$ cat config.mk
export PLATFORM = sky130hd
export DESIGN_NAME = mem_bus_arbiter
export DESIGN_NICKNAME = d
export VERILOG_FILES = /design/src/rtl/mem_bus_arbiter.sv
export SDC_FILE = /design/constraint.sdc
export NUM_CORES = 1
export LEC_CHECK = 0
export CELL_PAD_IN_SITES_DETAIL_PLACEMENT = 0
export CELL_PAD_IN_SITES_GLOBAL_PLACEMENT = 1
export CORE_AREA = 8 8 142 144
export CTS_BUF_LIST = sky130_fd_sc_hd__clkbuf_4 sky130_fd_sc_hd__clkbuf_8
export CTS_CLUSTER_SIZE = 12
export DETAILED_ROUTE_END_ITERATION = 10
export DIE_AREA = 0 0 150 152
export DONT_BUFFER_PORTS = 1
export PLACE_DENSITY_LB_ADDON = 0.1
export SYNTH_ARGS = -nofsm -noshare
export SYNTH_HDL_FRONTEND = slang
export SYNTH_SLANG_ARGS = --single-unit
$ cat constraint.sdc
create_clock -name clk -period 1.6 [get_ports clk]
set_input_delay 0.32 -clock clk [delete_from_list [all_inputs] [get_ports clk]]
set_output_delay 0.32 -clock clk [all_outputs]
set_load 0.1 [all_outputs]
$ cat src/rtl/mem_bus_arbiter.sv
// Two-master, three-slave memory bus controller: round-robin arbitration,
// address screening before any slave is touched, and a slave handshake with timeout.
module mem_bus_arbiter #(
  parameter int unsigned TIMEOUT   = 16,
  parameter logic [31:0] DM_LIMIT  = 32'h0000_2FFF,
  parameter logic [31:0] DEV0_BASE = 32'h0000_7F00,
  parameter logic [31:0] DEV1_BASE = 32'h0000_7F10
) (
  input  logic        clk,
  input  logic        reset,

  input  logic        m0_req,
  input  logic [31:0] m0_addr,
  input  logic [1:0]  m0_size,
  input  logic        m0_we,
  input  logic [31:0] m0_wdata,
  output logic        m0_done,
  output logic [31:0] m0_rdata,
  output logic [1:0]  m0_exc,

  input  logic        m1_req,
  input  logic [31:0] m1_addr,
  input  logic [1:0]  m1_size,
  input  logic        m1_we,
  input  logic [31:0] m1_wdata,
  output logic        m1_done,
  output logic [31:0] m1_rdata,
  output logic [1:0]  m1_exc,

  output logic [2:0]  s_sel,
  output logic [31:0] s_addr,
  output logic        s_we,
  output logic [3:0]  s_be,
  output logic [31:0] s_wdata,
  input  logic [31:0] s_rdata_dm,
  input  logic [31:0] s_rdata_dev0,
  input  logic [31:0] s_rdata_dev1,
  input  logic        s_ready
);

  typedef enum logic [1:0] {StIdle, StAccess, StResp} state_e;

  localparam logic [7:0] TimeoutLast = 8'(TIMEOUT - 1);

  state_e      state_q, state_d;
  logic        last_grant_q, last_grant_d;
  logic        gnt_q, gnt_d;
  logic [31:0] addr_q, addr_d;
  logic [1:0]  size_q, size_d;
  logic        we_q, we_d;
  logic [31:0] wdata_q, wdata_d;
  logic [2:0]  sel_q, sel_d;
  logic [1:0]  exc_q, exc_d;
  logic [31:0] rdata_q, rdata_d;
  logic [7:0]  cnt_q, cnt_d;

  // Request selection: 1 picks master 1
  logic        gnt_sel;
  logic        req_any;
  logic [31:0] cur_addr;
  logic [1:0]  cur_size;
  logic        cur_we;
  logic [31:0] cur_wdata;

  always_comb begin
    req_any   = m0_req | m1_req;
    gnt_sel   = m1_req & (~m0_req | ~last_grant_q);
    cur_addr  = gnt_sel ? m1_addr  : m0_addr;
    cur_size  = gnt_sel ? m1_size  : m0_size;
    cur_we    = gnt_sel ? m1_we    : m0_we;
    cur_wdata = gnt_sel ? m1_wdata : m0_wdata;
  end

  // Address screening of the request about to be granted
  logic       in_dm, in_dev0, in_dev1, in_dev;
  logic       misalign, ro_store, bad;
  logic [1:0] cur_exc;
  logic [2:0] cur_sel;

  always_comb begin
    in_dm   = cur_addr <= DM_LIMIT;
    in_dev0 = (cur_addr >= DEV0_BASE) && (cur_addr <= DEV0_BASE + 32'd11);
    in_dev1 = (cur_addr >= DEV1_BASE) && (cur_addr <= DEV1_BASE + 32'd11);
    in_dev  = in_dev0 | in_dev1;
    misalign = 1'b0;
    case (cur_size)
      2'b00:   misalign = cur_addr[1:0] != 2'b00;
      2'b01:   misalign = cur_addr[0];
      2'b10:   misalign = 1'b0;
      default: misalign = 1'b1;
    endcase
    ro_store = cur_we && ((cur_addr == DEV0_BASE + 32'd8) || (cur_addr == DEV1_BASE + 32'd8));
    bad      = misalign || !(in_dm || in_dev) || (in_dev && (cur_size != 2'b00)) || ro_store;
    cur_exc  = bad ? {1'b1, cur_we} : 2'b00;
    cur_sel  = {in_dev1, in_dev0, in_dm};
  end

  logic [31:0] slave_rdata;

  always_comb begin
    slave_rdata = ({32{sel_q[0]}} & s_rdata_dm)
                | ({32{sel_q[1]}} & s_rdata_dev0)
                | ({32{sel_q[2]}} & s_rdata_dev1);
  end

  always_comb begin
    state_d      = state_q;
    last_grant_d = last_grant_q;
    gnt_d        = gnt_q;
    addr_d       = addr_q;
    size_d       = size_q;
    we_d         = we_q;
    wdata_d      = wdata_q;
    sel_d        = sel_q;
    exc_d        = exc_q;
    rdata_d      = rdata_q;
    cnt_d        = cnt_q;
    unique case (state_q)
      StIdle: begin
        if (req_any) begin
          gnt_d   = gnt_sel;
          addr_d  = cur_addr;
          size_d  = cur_size;
          we_d    = cur_we;
          wdata_d = cur_wdata;
          sel_d   = cur_sel;
          exc_d   = cur_exc;
          rdata_d = 32'h0;
          cnt_d   = 8'h0;
          state_d = (cur_exc != 2'b00) ? StResp : StAccess;
        end
      end
      StAccess: begin
        cnt_d = cnt_q + 8'd1;
        if (s_ready) begin
          rdata_d = slave_rdata;
          exc_d   = 2'b00;
          state_d = StResp;
        end else if (cnt_q == TimeoutLast) begin
          rdata_d = 32'h0;
          exc_d   = {1'b1, we_q};
          state_d = StResp;
        end
      end
      StResp: begin
        last_grant_d = gnt_q;
        state_d      = StIdle;
      end
      default: state_d = StIdle;
    endcase
  end

  always_ff @(posedge clk or negedge reset) begin
    if (!reset) begin
      state_q      <= StIdle;
      last_grant_q <= 1'b1;
      gnt_q        <= 1'b0;
      addr_q       <= 32'h0;
      size_q       <= 2'b00;
      we_q         <= 1'b0;
      wdata_q      <= 32'h0;
      sel_q        <= 3'b000;
      exc_q        <= 2'b00;
      rdata_q      <= 32'h0;
      cnt_q        <= 8'h0;
    end else begin
      state_q      <= state_d;
      last_grant_q <= last_grant_d;
      gnt_q        <= gnt_d;
      addr_q       <= addr_d;
      size_q       <= size_d;
      we_q         <= we_d;
      wdata_q      <= wdata_d;
      sel_q        <= sel_d;
      exc_q        <= exc_d;
      rdata_q      <= rdata_d;
      cnt_q        <= cnt_d;
    end
  end

  logic        in_access, in_resp;
  logic [3:0]  be;
  logic [31:0] wdata_rep;

  always_comb begin
    in_access = state_q == StAccess;
    in_resp   = state_q == StResp;
    case (size_q)
      2'b00: begin
        be        = 4'b1111;
        wdata_rep = wdata_q;
      end
      2'b01: begin
        be        = addr_q[1] ? 4'b1100 : 4'b0011;
        wdata_rep = {2{wdata_q[15:0]}};
      end
      default: begin
        be        = 4'b0001 << addr_q[1:0];
        wdata_rep = {4{wdata_q[7:0]}};
      end
    endcase
    s_sel    = in_access ? sel_q : 3'b000;
    s_addr   = in_access ? addr_q : 32'h0;
    s_we     = in_access & we_q;
    s_be     = in_access ? be : 4'b0000;
    s_wdata  = in_access ? wdata_rep : 32'h0;
    m0_done  = in_resp & ~gnt_q;
    m1_done  = in_resp & gnt_q;
    m0_rdata = m0_done ? rdata_q : 32'h0;
    m0_exc   = m0_done ? exc_q : 2'b00;
    m1_rdata = m1_done ? rdata_q : 32'h0;
    m1_exc   = m1_done ? exc_q : 2'b00;
  end

endmodule
== After elaboration in Yosys (flattened, before gate mapping) ==
Cells that the tools add are included.
Operators by class
  add/sub/neg operators: 1
  $lt $le $gt $ge: 5
  equal/unequal tests: 10
  shift operators: 1
  multiplexer cells: 32
  bitwise operators: 15
  reductions and logical operators: 21
Operators by type and width (number)
  $mux W32: 9
  $pmux W32 S2: 2
  $and A32 B32 Y32: 3
  $eq A32 B15 Y1 const B: 2
  $ge A32 B15 Y1 const B: 2
  $le A32 B15 Y1 const B: 2
  $or A32 B32 Y32: 2
  $le A32 B14 Y1 const B: 1
  $mux W2: 11
  $pmux W8 S2: 1
  $add A8 B1 Y8 const B: 1
  $eq A8 B4 Y1 const B: 1
  $mux W4: 2
  $mux W8: 1
  $pmux W2 S2: 2
  $pmux W4 S2: 1
  $reduce_bool A2 Y1: 4
  $eq A2 B1 Y1 const B: 3
  $logic_not A2 Y1: 3
  $reduce_and A2 Y1: 3
  $logic_or A1 B1 Y1: 5
  $and A1 B1 Y1: 4
  $eq A2 B2 Y1 const B: 2
  $logic_and A1 B1 Y1: 4
  10 further kinds: 14
Word-level totals
  register bits after elaboration: 116
  bits of input ports: 235
  word-level logic and storage cells: 96

== Depth between registers and ports, before layout ==
  word-level depth: 17
  depth in mapped cells: 8
  gate-level depth less buffers: 7

== Worst setup path after synthesis ==
OpenSTA, ideal clock, no wires.
  path type: reg2out
  from: register state_q[0]
  to: output port m1_exc[0]
  data arrival time: 2.680 ns
  required time: 1.280 ns
  slack: -1.400 ns
  cell stages (with the launch flop): 6
  path buffers: 2
  path through: dfrtp_1 -> inv_1 -> and3_1 -> clkbuf_1 -> clkbuf_1 -> and2_1
On the way
  longest elaborated chain between the ends: 3
Ends and longest elaborated chain
  start: declaration: line 45  | state_e state_q, state_d;
  start signal: assignment: line 155  | state_q <= StIdle;
  start signal: assignment: line 167  | state_q <= state_d;
  $eq A2 B2 Y1: line 187  | in_resp = state_q == StResp;
  $and A1 B1 Y1: line 208  | m1_done = in_resp & gnt_q;
  named net m1_done: line 26  | output logic m1_done,
  $mux W2: line 212  | m1_exc = m1_done ? exc_q : 2'b00;
  end: declaration: line 28  | output logic [1:0] m1_exc,
The timed path passes the listed nets, and every way through them passes these cells.

== Final worst setup path ==
  from: register state_q[0]
  to: output port m1_rdata[11]
On the way
  longest elaborated chain between the ends: 3
Ends and longest elaborated chain
  $eq A2 B2 Y1: line 187
  $and A1 B1 Y1: line 208
  $mux W32: line 211  | m1_rdata = m1_done ? rdata_q : 32'h0;
  end: declaration: line 27  | output logic [31:0] m1_rdata,
Every way passes these cells.

==> run_results.csv <==
group,metric,value,unit
synth,synth_top_area_share,41.7,%
timing,hold_viol_final,116,
clock_tree,ctsHtreeMaxLevel,4,
clock_tree,tritoncts,"yes",
finish,syn_to_final_growth,71.7,%
run_status,violations,"negative hold slack, negative setup slack",
timing,setup_ws,-0.473,ns
finish,layout.nets,1174,
critical_path,critPathBufInv,2,
route,finalWirelength,29300,µm
power,switchingPower,0.00305,W
grt,grt_overflow,0,
power,power_density,782,nW/µm²
route,dr.pass1.iters,8,
finish,layout_common_cells,"buf_12 (131), dfrtp_1 (112), and2_4 (106), nand2_1 (105), o21ai_1 (65)",
synth,synth_top_area_cell,"dfrtp_1",
timing,min_period_over_period,130,%
floorplanning,die_h,152,µm
grt,grt_usage,22.5,%
synth,synthCells,785,
floorplanning,ios,377,
clock_tree,cts_buffer_depth,2,
route,detail_route.vias_per_cell,5.74,
synth,yosysWarnings,0,
route,drtIter0Drc,409,
timing,holdWs,-0.411,ns
timing,fin_skew,0.00794,ns
critical_path,slowest_delay,0.39,ns
route,wl_per_cell,24.8,µm
finish,fin_area,11900,µm²
clock_tree,cts-root-buf,"clkbuf_8",
critical_path,cpLargestDelayFamily,"simple AND/OR/NAND/NOR gates",
clock_tree,cts_buffers,17,
power,leakage,4.92,nW
place,pre_cts_slack,-0.377,ns
place,place_hpwl,21000,µm
power,clkPwrFrac,29.9,%
clock_tree,insertion_delay,0.42,ns
synth,synth.distinct_cells,49,
critical_path,critPathKind,"reg2out",
synth,ys_seq_area_share,42.1,%
synth,async_flop_share,100,%
critical_path,path_max_fanout,6,
power,fin_total_pwr,0.00927,W
route,postRouteAntennaNets,0,
clock_tree,cts.sinks,116,
route,drc,0,
synth,synthesis.area,6910,µm²
critical_path,end_kind,"primary output",
route,vias,6765,
synth,syn_nets,1021,
timing,fmax,0.482,GHz
synth,yosys-top-cells-area,"dfrtp_1 (42%), mux2i_1 (12%), and2_1 (10%)",
finish,drive_above_1_share,48.9,%
power,internal_power,0.00622,W
timing,rsz0062_at_grt,"yes",
floorplanning,initial_core_util,38.8,%
power,vdd_drop_max,562,µV
critical_path,cp_data_required_time,1.28,ns
run_status,status,"finished with violations",
synth,synth_seq_cells,116,
floorplanning,die-area,22800,µm²
critical_path,start_kind,"register",
job,drv_cap,0,
timing,maxSlewHeadroom,69.3,%
place,gp_congestion,0.875,
critical_path,path_cells,"inv_2 > and3_4 > clkbuf_16 > and2_4",
finish,diodes,0,
synth,synthFlopType,"dfrtp_1",
timing,slew_violations,0,
grt,grt_pass1_wl,40100,µm
timing,worst_slew_pin_slew,0.460,ns
floorplanning,coreArea,17800,µm²
critical_path,crit_path_top_delay_cell,"dfrtp_1",
place,dpl_cell_area,10300,µm²
place,port_buffers,0,
synth,avgSynthCellArea,8.80,µm²
worst_hold_path,hold_class,"in2async",
grt,grt_pass1_vias,6926,
critical_path,arrival,1.75,ns
floorplanning,die_x,150,µm
grt,antenna_found_initial,0,
clock_tree,clkTransAtPathRegs,0.07,ns
timing,setup_viol,228,
finish,final_common_cell,"buf_12",
timing,min_period,2.07,ns
power,seq_power_share,40.2,%
power,switching_share,32.9,%
floorplanning,rows,49,
power,comb_power_share,30.0,%
grt,grt_max_degree,117,
synth,synth_enable_flop_cells,0,
-- per-layer routing --
layer / vias up / GRT usage, % / routed length [µm]
li1: 3097 / - / -
met1: 3280 / 23.9 / 10200
met2: 328 / 39.5 / 15300
met3: 60 / 7.43 / 2760
met4: 0 / 9.76 / 986
met5: - / 0 / 0
-- path summary, 6_finish.rpt --
kind / startpoint / endpoint / slack, ns / cells past startpoint
max: state_q[0]$_DFFE_PN0P_ / m1_rdata[11] / -0.47 / 4
min: reset / rdata_q[4]$_DFFE_PN0P_ / -0.41 / 0
max reg2reg: last_grant_q$_DFFE_PN1N_ / state_q[0]$_DFFE_PN0P_ / -0.28 / 7
min reg2reg: addr_q[31]$_DFFE_PN0P_ / addr_q[31]$_DFFE_PN0P_ / 0.48 / 2
max in group asynchronous: reset / last_grant_q$_DFFE_PN1N_ / 1.78 / 0
min in group clk: m1_wdata[16] / wdata_q[16]$_DFFE_PN0P_ / 0.08 / 2
-- power groups by stage --
stage	registers (W)	logic [W]	clock network, W
after detailed placement	0.00367	0.00196	0
after global placement	0.00365	0.00191	0
after CTS	0.00365	0.00214	0.00288
after global routing	0.00377	0.00296	0.00301
final	0.00372	0.00278	0.00277
after floorplan	0.00355	0.00156	0
-- sequential cells by signal, indices dropped and copies added, names as in the netlist --
name	count
we_q	1
rdata_q	32
exc_q	2
addr_q	32
sel_q	3
cnt_q	8
last_grant_q	1
wdata_q	32
size_q	2
gnt_q	1
state_q	2
-- stage by stage --
stage,setup TNS [ns],util [%],std cells,hold WS [ns]
floorplan,-12.23,-,785,0.0244
detailed placement,-7.15,57.7,1115,0.0311
CTS,-59.20,61.0,1147,-0.445
finish,-61.79,66.7,1179,-0.411
global route,-79.03,66.7,1179,-0.453
global placement,-4.74,57.7,1115,0.0305
-- Yosys cell counts, types with 2 or more instances --
cell	count
buf_4	2
o21ai_0	122
and3_1	4
clkbuf_1	46
inv_1	3
nand4_1	4
nand2b_1	3
dfrtp_1	115
nor2_1	43
nor4_1	10
a222oi_1	32
nand3b_1	2
a221oi_1	2
nand4b_1	2
a21oi_1	20
nor3_1	4
a31oi_1	7
a22o_1	3
buf_2	11
mux2i_1	83
nand4bb_1	2
nand2_1	119
buf_1	6
nand3_1	2
nor4b_1	2
a21o_1	4
and2_1	110
-- area by class of cell --
type | count | area (µm²)
Clock buffer | 20 | 263
Clock inverter | 11 | 135
Fill cell | 1311 | 5920
Inverter | 3 | 15.0
Multi-Input combinational cell | 600 | 4810
Sequential cell | 116 | 2910
Tap cell | 229 | 287
Timing Repair Buffer | 200 | 3440
-- what timing repair did --
item,CTS,global route
pin swaps,14,62
setup buffers,1,14
hold endpoints to repair,116,116
endpoints found under the setup margin,209,239
resized for setup,46,213
gates cloned,0,18
-- kinds of logic after synthesis --
family,Yosys count,synth area share [%]
adders and majority gates,1,0.181
AOI/OAI and AO/OA,204,18.7
buffers and inverters,69,4.17
DFF,116,42.1
muxes,84,12.2
and+or+nand+nor,311,22.7
Power figures use the tool's default switching activity.
